[src/rtl/hazard_scoreboard_unit_pkg.sv]
// Shared types and defaults for the hazard/scoreboard unit.
// Operand-select encodings match the E-stage operand mux wiring.
package hazard_pkg;

  localparam int REG_AW_DEF = 5;

  typedef enum logic [1:0] {
    FWD_M  = 2'b00,
    FWD_RF = 2'b01,
    FWD_W  = 2'b10
  } fwd_sel_e;

endpackage

[src/rtl/hazard_scoreboard_unit_if.sv]
// Pipeline-side bundle for the hazard unit: stage addresses/enables in, controls out.
interface hazard_scoreboard_unit_if #(
  parameter int REG_AW = 5,
  parameter int CNT_W  = 16
);
  logic [REG_AW-1:0] raddr1D, raddr2D;
  logic              rs1_usedD, rs2_usedD, is_mcD;
  logic [REG_AW-1:0] raddr1E, raddr2E, waddrE;
  logic              reg_wrE, is_loadE, is_mcE;
  logic [REG_AW-1:0] waddrM, waddrW;
  logic              reg_wrM, reg_wrW;
  logic              mc_done;
  logic [REG_AW-1:0] mc_waddr;
  logic              br_taken;
  logic              StallF, StallD, FlushD, FlushE;
  logic [1:0]        For_A, For_B;
  logic              mc_busy;
  logic [CNT_W-1:0]  stall_cnt, flush_cnt;

  modport master (
    output raddr1D, raddr2D, rs1_usedD, rs2_usedD, is_mcD,
    output raddr1E, raddr2E, waddrE, reg_wrE, is_loadE, is_mcE,
    output waddrM, waddrW, reg_wrM, reg_wrW, mc_done, mc_waddr, br_taken,
    input  StallF, StallD, FlushD, FlushE, For_A, For_B, mc_busy,
    input  stall_cnt, flush_cnt
  );

  modport slave (
    input  raddr1D, raddr2D, rs1_usedD, rs2_usedD, is_mcD,
    input  raddr1E, raddr2E, waddrE, reg_wrE, is_loadE, is_mcE,
    input  waddrM, waddrW, reg_wrM, reg_wrW, mc_done, mc_waddr, br_taken,
    output StallF, StallD, FlushD, FlushE, For_A, For_B, mc_busy,
    output stall_cnt, flush_cnt
  );
endinterface

[src/rtl/hazard_scoreboard_unit_reg_scoreboard.sv]
// Pending-write bits for registers owned by the multi-cycle unit.
// Reads are of the registered vector only; a retire is visible next cycle.
module reg_scoreboard
  import hazard_pkg::*;
#(
  parameter int REG_AW = REG_AW_DEF,
  parameter int NREGS  = 2**REG_AW
) (
  input  logic              clk,
  input  logic              rst,
  input  logic              set_en,
  input  logic [REG_AW-1:0] set_addr,
  input  logic              clr_en,
  input  logic [REG_AW-1:0] clr_addr,
  input  logic [REG_AW-1:0] raddr1,
  input  logic [REG_AW-1:0] raddr2,
  output logic              pend1,
  output logic              pend2
);

  logic [NREGS-1:0] pending;

  // Set is applied after clear so a same-register issue beats a retire.
  always_ff @(posedge clk or posedge rst) begin
    if (rst) begin
      pending <= '0;
    end else begin
      if (clr_en) pending[clr_addr] <= 1'b0;
      if (set_en && set_addr != '0) pending[set_addr] <= 1'b1;
    end
  end

  assign pend1 = pending[raddr1];
  assign pend2 = pending[raddr2];

endmodule

[src/rtl/hazard_scoreboard_unit.sv]
// Hazard/forwarding control for the 5-stage core with a scoreboard for the
// variable-latency mul/div unit and saturating stall/flush counters.
module hazard_scoreboard_unit
  import hazard_pkg::*;
#(
  parameter int REG_AW = REG_AW_DEF,
  parameter int NREGS  = 2**REG_AW,
  parameter int FWD_EN = 1,
  parameter int CNT_W  = 16
) (
  input logic clk,
  input logic rst,
  hazard_scoreboard_unit_if.slave hz
);

  logic [REG_AW-1:0] ra_d [2];
  logic [REG_AW-1:0] ra_e [2];
  logic              used_d [2];
  logic              pend [2];
  logic              hz_d [2];
  logic [1:0]        fwd [2];
  logic              mc_busy, stall;
  logic [CNT_W-1:0]  stall_cnt, flush_cnt;

  assign ra_d[0]   = hz.raddr1D;
  assign ra_d[1]   = hz.raddr2D;
  assign ra_e[0]   = hz.raddr1E;
  assign ra_e[1]   = hz.raddr2E;
  assign used_d[0] = hz.rs1_usedD;
  assign used_d[1] = hz.rs2_usedD;

  reg_scoreboard #(.REG_AW(REG_AW), .NREGS(NREGS)) u_sb (
    .clk      (clk),
    .rst      (rst),
    .set_en   (hz.is_mcE && hz.reg_wrE),
    .set_addr (hz.waddrE),
    .clr_en   (hz.mc_done),
    .clr_addr (hz.mc_waddr),
    .raddr1   (hz.raddr1D),
    .raddr2   (hz.raddr2D),
    .pend1    (pend[0]),
    .pend2    (pend[1])
  );

  // Without forwarding, any in-flight producer in E/M/W blocks the reader.
  for (genvar i = 0; i < 2; i++) begin : g_src
    logic load_use, raw_any;
    assign load_use = hz.is_loadE && hz.reg_wrE && (ra_d[i] == hz.waddrE);
    assign raw_any  = (FWD_EN == 0) &&
                      ((hz.reg_wrE && ra_d[i] == hz.waddrE) ||
                       (hz.reg_wrM && ra_d[i] == hz.waddrM) ||
                       (hz.reg_wrW && ra_d[i] == hz.waddrW));
    assign hz_d[i]  = used_d[i] && (ra_d[i] != '0) && (load_use || pend[i] || raw_any);
    assign fwd[i]   = (FWD_EN == 0) ? FWD_RF :
                      (hz.reg_wrM && ra_e[i] == hz.waddrM && ra_e[i] != '0) ? FWD_M :
                      (hz.reg_wrW && ra_e[i] == hz.waddrW && ra_e[i] != '0) ? FWD_W :
                      FWD_RF;
  end

  // A taken branch kills the D instruction, so its hazards are irrelevant.
  assign stall = (hz_d[0] || hz_d[1] || (hz.is_mcD && mc_busy)) && !hz.br_taken;

  assign hz.StallF    = stall;
  assign hz.StallD    = stall;
  assign hz.FlushD    = hz.br_taken;
  assign hz.FlushE    = stall || hz.br_taken;
  assign hz.For_A     = fwd[0];
  assign hz.For_B     = fwd[1];
  assign hz.mc_busy   = mc_busy;
  assign hz.stall_cnt = stall_cnt;
  assign hz.flush_cnt = flush_cnt;

  always_ff @(posedge clk or posedge rst) begin
    if (rst) begin
      mc_busy   <= 1'b0;
      stall_cnt <= '0;
      flush_cnt <= '0;
    end else begin
      if (hz.is_mcE)       mc_busy <= 1'b1;
      else if (hz.mc_done) mc_busy <= 1'b0;
      if (stall && stall_cnt != '1)         stall_cnt <= stall_cnt + 1'b1;
      if (hz.br_taken && flush_cnt != '1)   flush_cnt <= flush_cnt + 1'b1;
    end
  end

endmodule

[src/flat_wrapper.sv]
// flat-port wrapper written by rule: the top's interface ports become plain ports
module hazard_scoreboard_unit_flat import hazard_pkg::*;
#(
  parameter int REG_AW = REG_AW_DEF,
  parameter int NREGS  = 2**REG_AW,
  parameter int FWD_EN = 1,
  parameter int CNT_W  = 16
)
  (clk, rst, hz_raddr1D, hz_raddr2D, hz_rs1_usedD, hz_rs2_usedD, hz_is_mcD, hz_raddr1E, hz_raddr2E, hz_waddrE, hz_reg_wrE, hz_is_loadE, hz_is_mcE, hz_waddrM, hz_waddrW, hz_reg_wrM, hz_reg_wrW, hz_mc_done, hz_mc_waddr, hz_br_taken, hz_StallF, hz_StallD, hz_FlushD, hz_FlushE, hz_For_A, hz_For_B, hz_mc_busy, hz_stall_cnt, hz_flush_cnt);
  hazard_scoreboard_unit_if #(.REG_AW(REG_AW), .CNT_W(CNT_W)) hz_i ();
  input logic clk;
  input logic rst;
  input wire logic [$bits(hz_i.raddr1D)-1:0] hz_raddr1D;
  input wire logic [$bits(hz_i.raddr2D)-1:0] hz_raddr2D;
  input wire logic [$bits(hz_i.rs1_usedD)-1:0] hz_rs1_usedD;
  input wire logic [$bits(hz_i.rs2_usedD)-1:0] hz_rs2_usedD;
  input wire logic [$bits(hz_i.is_mcD)-1:0] hz_is_mcD;
  input wire logic [$bits(hz_i.raddr1E)-1:0] hz_raddr1E;
  input wire logic [$bits(hz_i.raddr2E)-1:0] hz_raddr2E;
  input wire logic [$bits(hz_i.waddrE)-1:0] hz_waddrE;
  input wire logic [$bits(hz_i.reg_wrE)-1:0] hz_reg_wrE;
  input wire logic [$bits(hz_i.is_loadE)-1:0] hz_is_loadE;
  input wire logic [$bits(hz_i.is_mcE)-1:0] hz_is_mcE;
  input wire logic [$bits(hz_i.waddrM)-1:0] hz_waddrM;
  input wire logic [$bits(hz_i.waddrW)-1:0] hz_waddrW;
  input wire logic [$bits(hz_i.reg_wrM)-1:0] hz_reg_wrM;
  input wire logic [$bits(hz_i.reg_wrW)-1:0] hz_reg_wrW;
  input wire logic [$bits(hz_i.mc_done)-1:0] hz_mc_done;
  input wire logic [$bits(hz_i.mc_waddr)-1:0] hz_mc_waddr;
  input wire logic [$bits(hz_i.br_taken)-1:0] hz_br_taken;
  output wire logic [$bits(hz_i.StallF)-1:0] hz_StallF;
  output wire logic [$bits(hz_i.StallD)-1:0] hz_StallD;
  output wire logic [$bits(hz_i.FlushD)-1:0] hz_FlushD;
  output wire logic [$bits(hz_i.FlushE)-1:0] hz_FlushE;
  output wire logic [$bits(hz_i.For_A)-1:0] hz_For_A;
  output wire logic [$bits(hz_i.For_B)-1:0] hz_For_B;
  output wire logic [$bits(hz_i.mc_busy)-1:0] hz_mc_busy;
  output wire logic [$bits(hz_i.stall_cnt)-1:0] hz_stall_cnt;
  output wire logic [$bits(hz_i.flush_cnt)-1:0] hz_flush_cnt;
  assign hz_i.raddr1D = hz_raddr1D;
  assign hz_i.raddr2D = hz_raddr2D;
  assign hz_i.rs1_usedD = hz_rs1_usedD;
  assign hz_i.rs2_usedD = hz_rs2_usedD;
  assign hz_i.is_mcD = hz_is_mcD;
  assign hz_i.raddr1E = hz_raddr1E;
  assign hz_i.raddr2E = hz_raddr2E;
  assign hz_i.waddrE = hz_waddrE;
  assign hz_i.reg_wrE = hz_reg_wrE;
  assign hz_i.is_loadE = hz_is_loadE;
  assign hz_i.is_mcE = hz_is_mcE;
  assign hz_i.waddrM = hz_waddrM;
  assign hz_i.waddrW = hz_waddrW;
  assign hz_i.reg_wrM = hz_reg_wrM;
  assign hz_i.reg_wrW = hz_reg_wrW;
  assign hz_i.mc_done = hz_mc_done;
  assign hz_i.mc_waddr = hz_mc_waddr;
  assign hz_i.br_taken = hz_br_taken;
  assign hz_StallF = hz_i.StallF;
  assign hz_StallD = hz_i.StallD;
  assign hz_FlushD = hz_i.FlushD;
  assign hz_FlushE = hz_i.FlushE;
  assign hz_For_A = hz_i.For_A;
  assign hz_For_B = hz_i.For_B;
  assign hz_mc_busy = hz_i.mc_busy;
  assign hz_stall_cnt = hz_i.stall_cnt;
  assign hz_flush_cnt = hz_i.flush_cnt;
  hazard_scoreboard_unit #(.REG_AW(REG_AW), .NREGS(NREGS), .FWD_EN(FWD_EN), .CNT_W(CNT_W)) u_core (.clk(clk), .rst(rst), .hz(hz_i));
endmodule
[config.mk]
export PLATFORM = sky130hd
export DESIGN_NAME = hazard_scoreboard_unit_flat
export DESIGN_NICKNAME = d
export VERILOG_FILES = /design/src/rtl/hazard_scoreboard_unit_pkg.sv /design/src/rtl/hazard_scoreboard_unit_if.sv /design/src/rtl/hazard_scoreboard_unit_reg_scoreboard.sv /design/src/rtl/hazard_scoreboard_unit.sv /design/src/flat_wrapper.sv
export SDC_FILE = /design/constraint.sdc
export NUM_CORES = 1
export LEC_CHECK = 0
export CORE_MARGIN = 3
export CORE_UTILIZATION = 55
export CTS_CLUSTER_DIAMETER = 50
export CTS_CLUSTER_SIZE = 28
export DETAILED_ROUTE_END_ITERATION = 10
export PLACE_DENSITY = 0.95
export SKIP_LAST_GASP = 1
export SLEW_MARGIN = 20
export SYNTH_ARGS = -nofsm -noshare
export SYNTH_HDL_FRONTEND = slang
export SYNTH_SLANG_ARGS = --single-unit
export TNS_END_PERCENT = 1
[constraint.sdc]
create_clock -name clk -period 5.95 [get_ports clk]
set_input_delay 0.595 -clock clk [delete_from_list [all_inputs] [get_ports clk]]
set_output_delay 0.595 -clock clk [all_outputs]
set_load 0.005 [all_outputs]
==> results.sh <==
export IMPL_clockRootBuffer="clkbuf_8"
export IMPL_synth_cell_types=54
export IMPL_fmax_mhz=234.3
export IMPL_syn2layout_area_growth_pct=27.73
export IMPL_rrSetupSlack_ns=3.57
export IMPL_syn_area_per_cell_um2=10.32
export IMPL_final_setup_tns_ns=0
export IMPL_post_cts_resized=0
export IMPL_ir_worst_vdd_mv=0.2411
export IMPL_drt_wirelength_per_cell_um=19.23
export IMPL_portBuffers=92
export IMPL_synth_compound_area_share_pct=13.41
export IMPL_hold_path_class="reg -> reg"
export IMPL_h_tree_depth=3
export IMPL_skew_ns=0.007011
export IMPL_cellPowerDensity_nw_per_um2=259.8
export IMPL_cp_top_family="buffers and inverters"
export IMPL_hold_buffers=0
export IMPL_tightest_slew_ns=0.9873
export IMPL_fin_crit_ns=4.269
export IMPL_finalCritPeriodShare_pct=71.74
export IMPL_synth_simple_area_share_pct=18.90
export IMPL_start_util_pct=57.81
export IMPL_core_region_area_um2=6907
export IMPL_io_pins=93
export IMPL_gp_congestion=0.9012
export IMPL_hpwl_um=7989
export IMPL_grt_pass1_vias=3733
export IMPL_total_power_mw=1.325
export IMPL_async_reset_ff_share_pct=100.0
export IMPL_rsz0062_at_grt="false"
export IMPL_synth_common_cells="65 x dfrtp_1, 65 x o21ai_0, 38 x xnor2_1"
export IMPL_leakage_nw=2.007
export IMPL_grt_max_degree=66
export IMPL_gr_total_overflow=0
export IMPL_path_clk_slew_ns=0.08
export IMPL_critPathKind="in -> out"
export IMPL_ant_nets=0
export IMPL_synth_area_mux_share_pct=10.56
export IMPL_arrival_ns=3.67
export IMPL_cts_setup_buffers=0
export IMPL_yosysWarnings=0
export IMPL_path_buf_inv=2
export IMPL_netlist_instances=387
export IMPL_die_w_um=91.20
export IMPL_drc=0
export IMPL_critPathLaunchType="primary input"
export IMPL_hold_viol_final=0
export IMPL_clockBufferDepth=2
export IMPL_final_nets=529
export IMPL_dpl_cell_count=560
export IMPL_drt_iter0_drc=213
export IMPL_diodes=0
export IMPL_seq_area_frac_synth_pct=40.74
export IMPL_path_cells="clkdlybuf4s50_1, xnor2_1, nand4_1, o31ai_2, nor3_2, o32ai_4, nor2b_1, clkdlybuf4s50_1"
export IMPL_cts_made_buffers=9
export IMPL_synth_adder_area_share_pct=0.6268
export IMPL_cts_tree="yes"
export IMPL_dr_pass1_iters=5
export IMPL_stdcell_count=576
export IMPL_maxCapViolCount=0
export IMPL_final_util_pct=73.84
export IMPL_synth_nets=441
export IMPL_drive_gt1_share_pct=9.792
export IMPL_finalSetupViolCount=0
export IMPL_synth_edf_count=0
export IMPL_finalMaxSlewViolations=0
export IMPL_synth_seq_cells=65
export IMPL_synth_top_family_by_area="simple AND/OR/NAND/NOR gates"
export IMPL_max_stage_delay_ns=0.83
export IMPL_synth_top_area_cell="dfrtp_1"
export IMPL_clkLatencyLatePin_ns=0.34
export IMPL_endpoint_kind="primary output"
export IMPL_die_y_um=91.20
export IMPL_dieArea_um2=8317
export IMPL_vias_per_cell=6.260
export IMPL_required_ns=5.36
export IMPL_totalWireLength_um=11080
export IMPL_ys_flop_type="dfrtp_1"
export IMPL_grt_usage_pct=26.85
export IMPL_crit_fanout=18
export IMPL_cp_slowest_cell="clkdlybuf4s50_1"
export IMPL_vias=3606
export IMPL_synth_area_um2=3993
export IMPL_cts_sinks=65
export IMPL_ys_top_cells_by_area="dfrtp_1 41%, xnor2_1 8.3%, o21ai_0 8.1%"
export IMPL_synth_top_area_share_pct=40.74
export IMPL_path_common_cell="clkdlybuf4s50_1"
export IMPL_synthXorXnorAreaFrac_pct=12.50
export IMPL_status="complete, no violations"
export IMPL_rows=30
export IMPL_maxSlewHeadroom_pct=33.93
export IMPL_antenna_found_initial=0
export IMPL_holdWs_ns=0.5010
export IMPL_grt_pass1_wl_um=18090
==> through the flow <==
| stage | cell area, um2 | worst slack (ns) |
|---|---|---|
| 4_1_cts | 5100 | 1.686 |
| 3_5_place_dp | 4930 | 1.687 |
| 6_report | 5100 | 1.681 |
| 3_3_place_gp | 4930 | 1.774 |
| 2_1_floorplan | 3993 | 3.057 |
| 5_1_grt | 5100 | 1.416 |
==> worst reg2reg max path, cell delays in order, from the launching register on <==
cell     delay (ns)
dfrtp_1        0.43
and3_1         0.25
and3_1         0.20
nand2_1        0.08
nor3_1         0.05
nor2_1         0.75
nand2_2        0.16
mux2_1         0.34
==> cell type report <==
cell class / instances / area, um2
multi-input cells: 301 / 2236
clock inverters: 7 / 46.29
fillers: 504 / 1807
inverters: 5 / 18.77
clock buffers: 9 / 123.9
repair buffers: 93 / 928.4
well taps: 96 / 120.1
flip-flops and latches: 65 / 1627
==> layout by cell type (no fill, tap or decap), types with 4 or more instances in the layout <==
cell             Yosys  routed
mux4_2               8       8
xnor2_1             38      38
nand3_1             20      20
nor2_1              17      17
nand4_1             11      11
mux4_1               5       5
clkinv_2             0       4
mux2_2               7       7
and3_1              10      10
xor2_1              19      19
nor2b_1              5       5
dfrtp_1             65      65
inv_1                5       4
nand2_1             21      21
nor3_1               5       5
o21ai_0             65      65
clkdlybuf4s50_1      0      92
or3b_2               5       5
nand3b_1            10      10
nor4_1               4       4
clkbuf_8             0       9
==> worst paths after layout <==
| kind | from | to | cells after the start |
|---|---|---|---|
| max | hz_raddr1D[1] | hz_StallF | 8 |
| min | u_core.hz.flush_cnt[8] | u_core.hz.flush_cnt[8] | 1 |
| max reg2reg | u_core.hz.stall_cnt[3] | u_core.hz.stall_cnt[1] | 7 |
| min reg2reg | u_core.hz.flush_cnt[8] | u_core.hz.flush_cnt[8] | 1 |
| max in group asynchronous | rst | u_core.u_sb.pending[5] | 3 |
| min in group asynchronous | rst | u_core.hz.stall_cnt[14] | 3 |
==> metal layers <==
| metal | routed length (um) | up-vias | global-route usage (%) |
|---|---|---|---|
| li1 | - | 1607 | - |
| met1 | 4498 | 1775 | 33.70 |
| met2 | 5445 | 199 | 46.05 |
| met3 | 869 | 25 | 5.717 |
| met4 | 261 | 0 | 9.045 |
| met5 | 0 | - | 0 |
==> registers in the layout, summed over array words and instances, names as in the netlist <==
register             flops
u_core.u_sb.pending     32
u_core.hz.flush_cnt     16
u_core.hz.stall_cnt     16
u_core.hz.mc_busy        1
==> power by group <==
| group | total (mW) | leakage, nW | internal, mW | switching [mW] |
|---|---|---|---|---|
| registers | 0.614 | 0.853 | 0.522 | 0.0917 |
| logic | 0.388 | 1.06 | 0.225 | 0.164 |
| clock network | 0.323 | 0.0931 | 0.151 | 0.172 |
==> cell families (layout without fill, tap and decap cells) <==
family / count (synthesis) / after routing
AO/OA/AOI/OAI: 88 / 88
XOR/XNOR: 57 / 57
adder cells (fa/ha/maj): 2 / 2
buffers and inverters: 21 / 114
flip-flops: 65 / 65
multiplexers: 23 / 23
AND/OR/NAND/NOR: 131 / 131
Power figures use the tool's default switching activity.
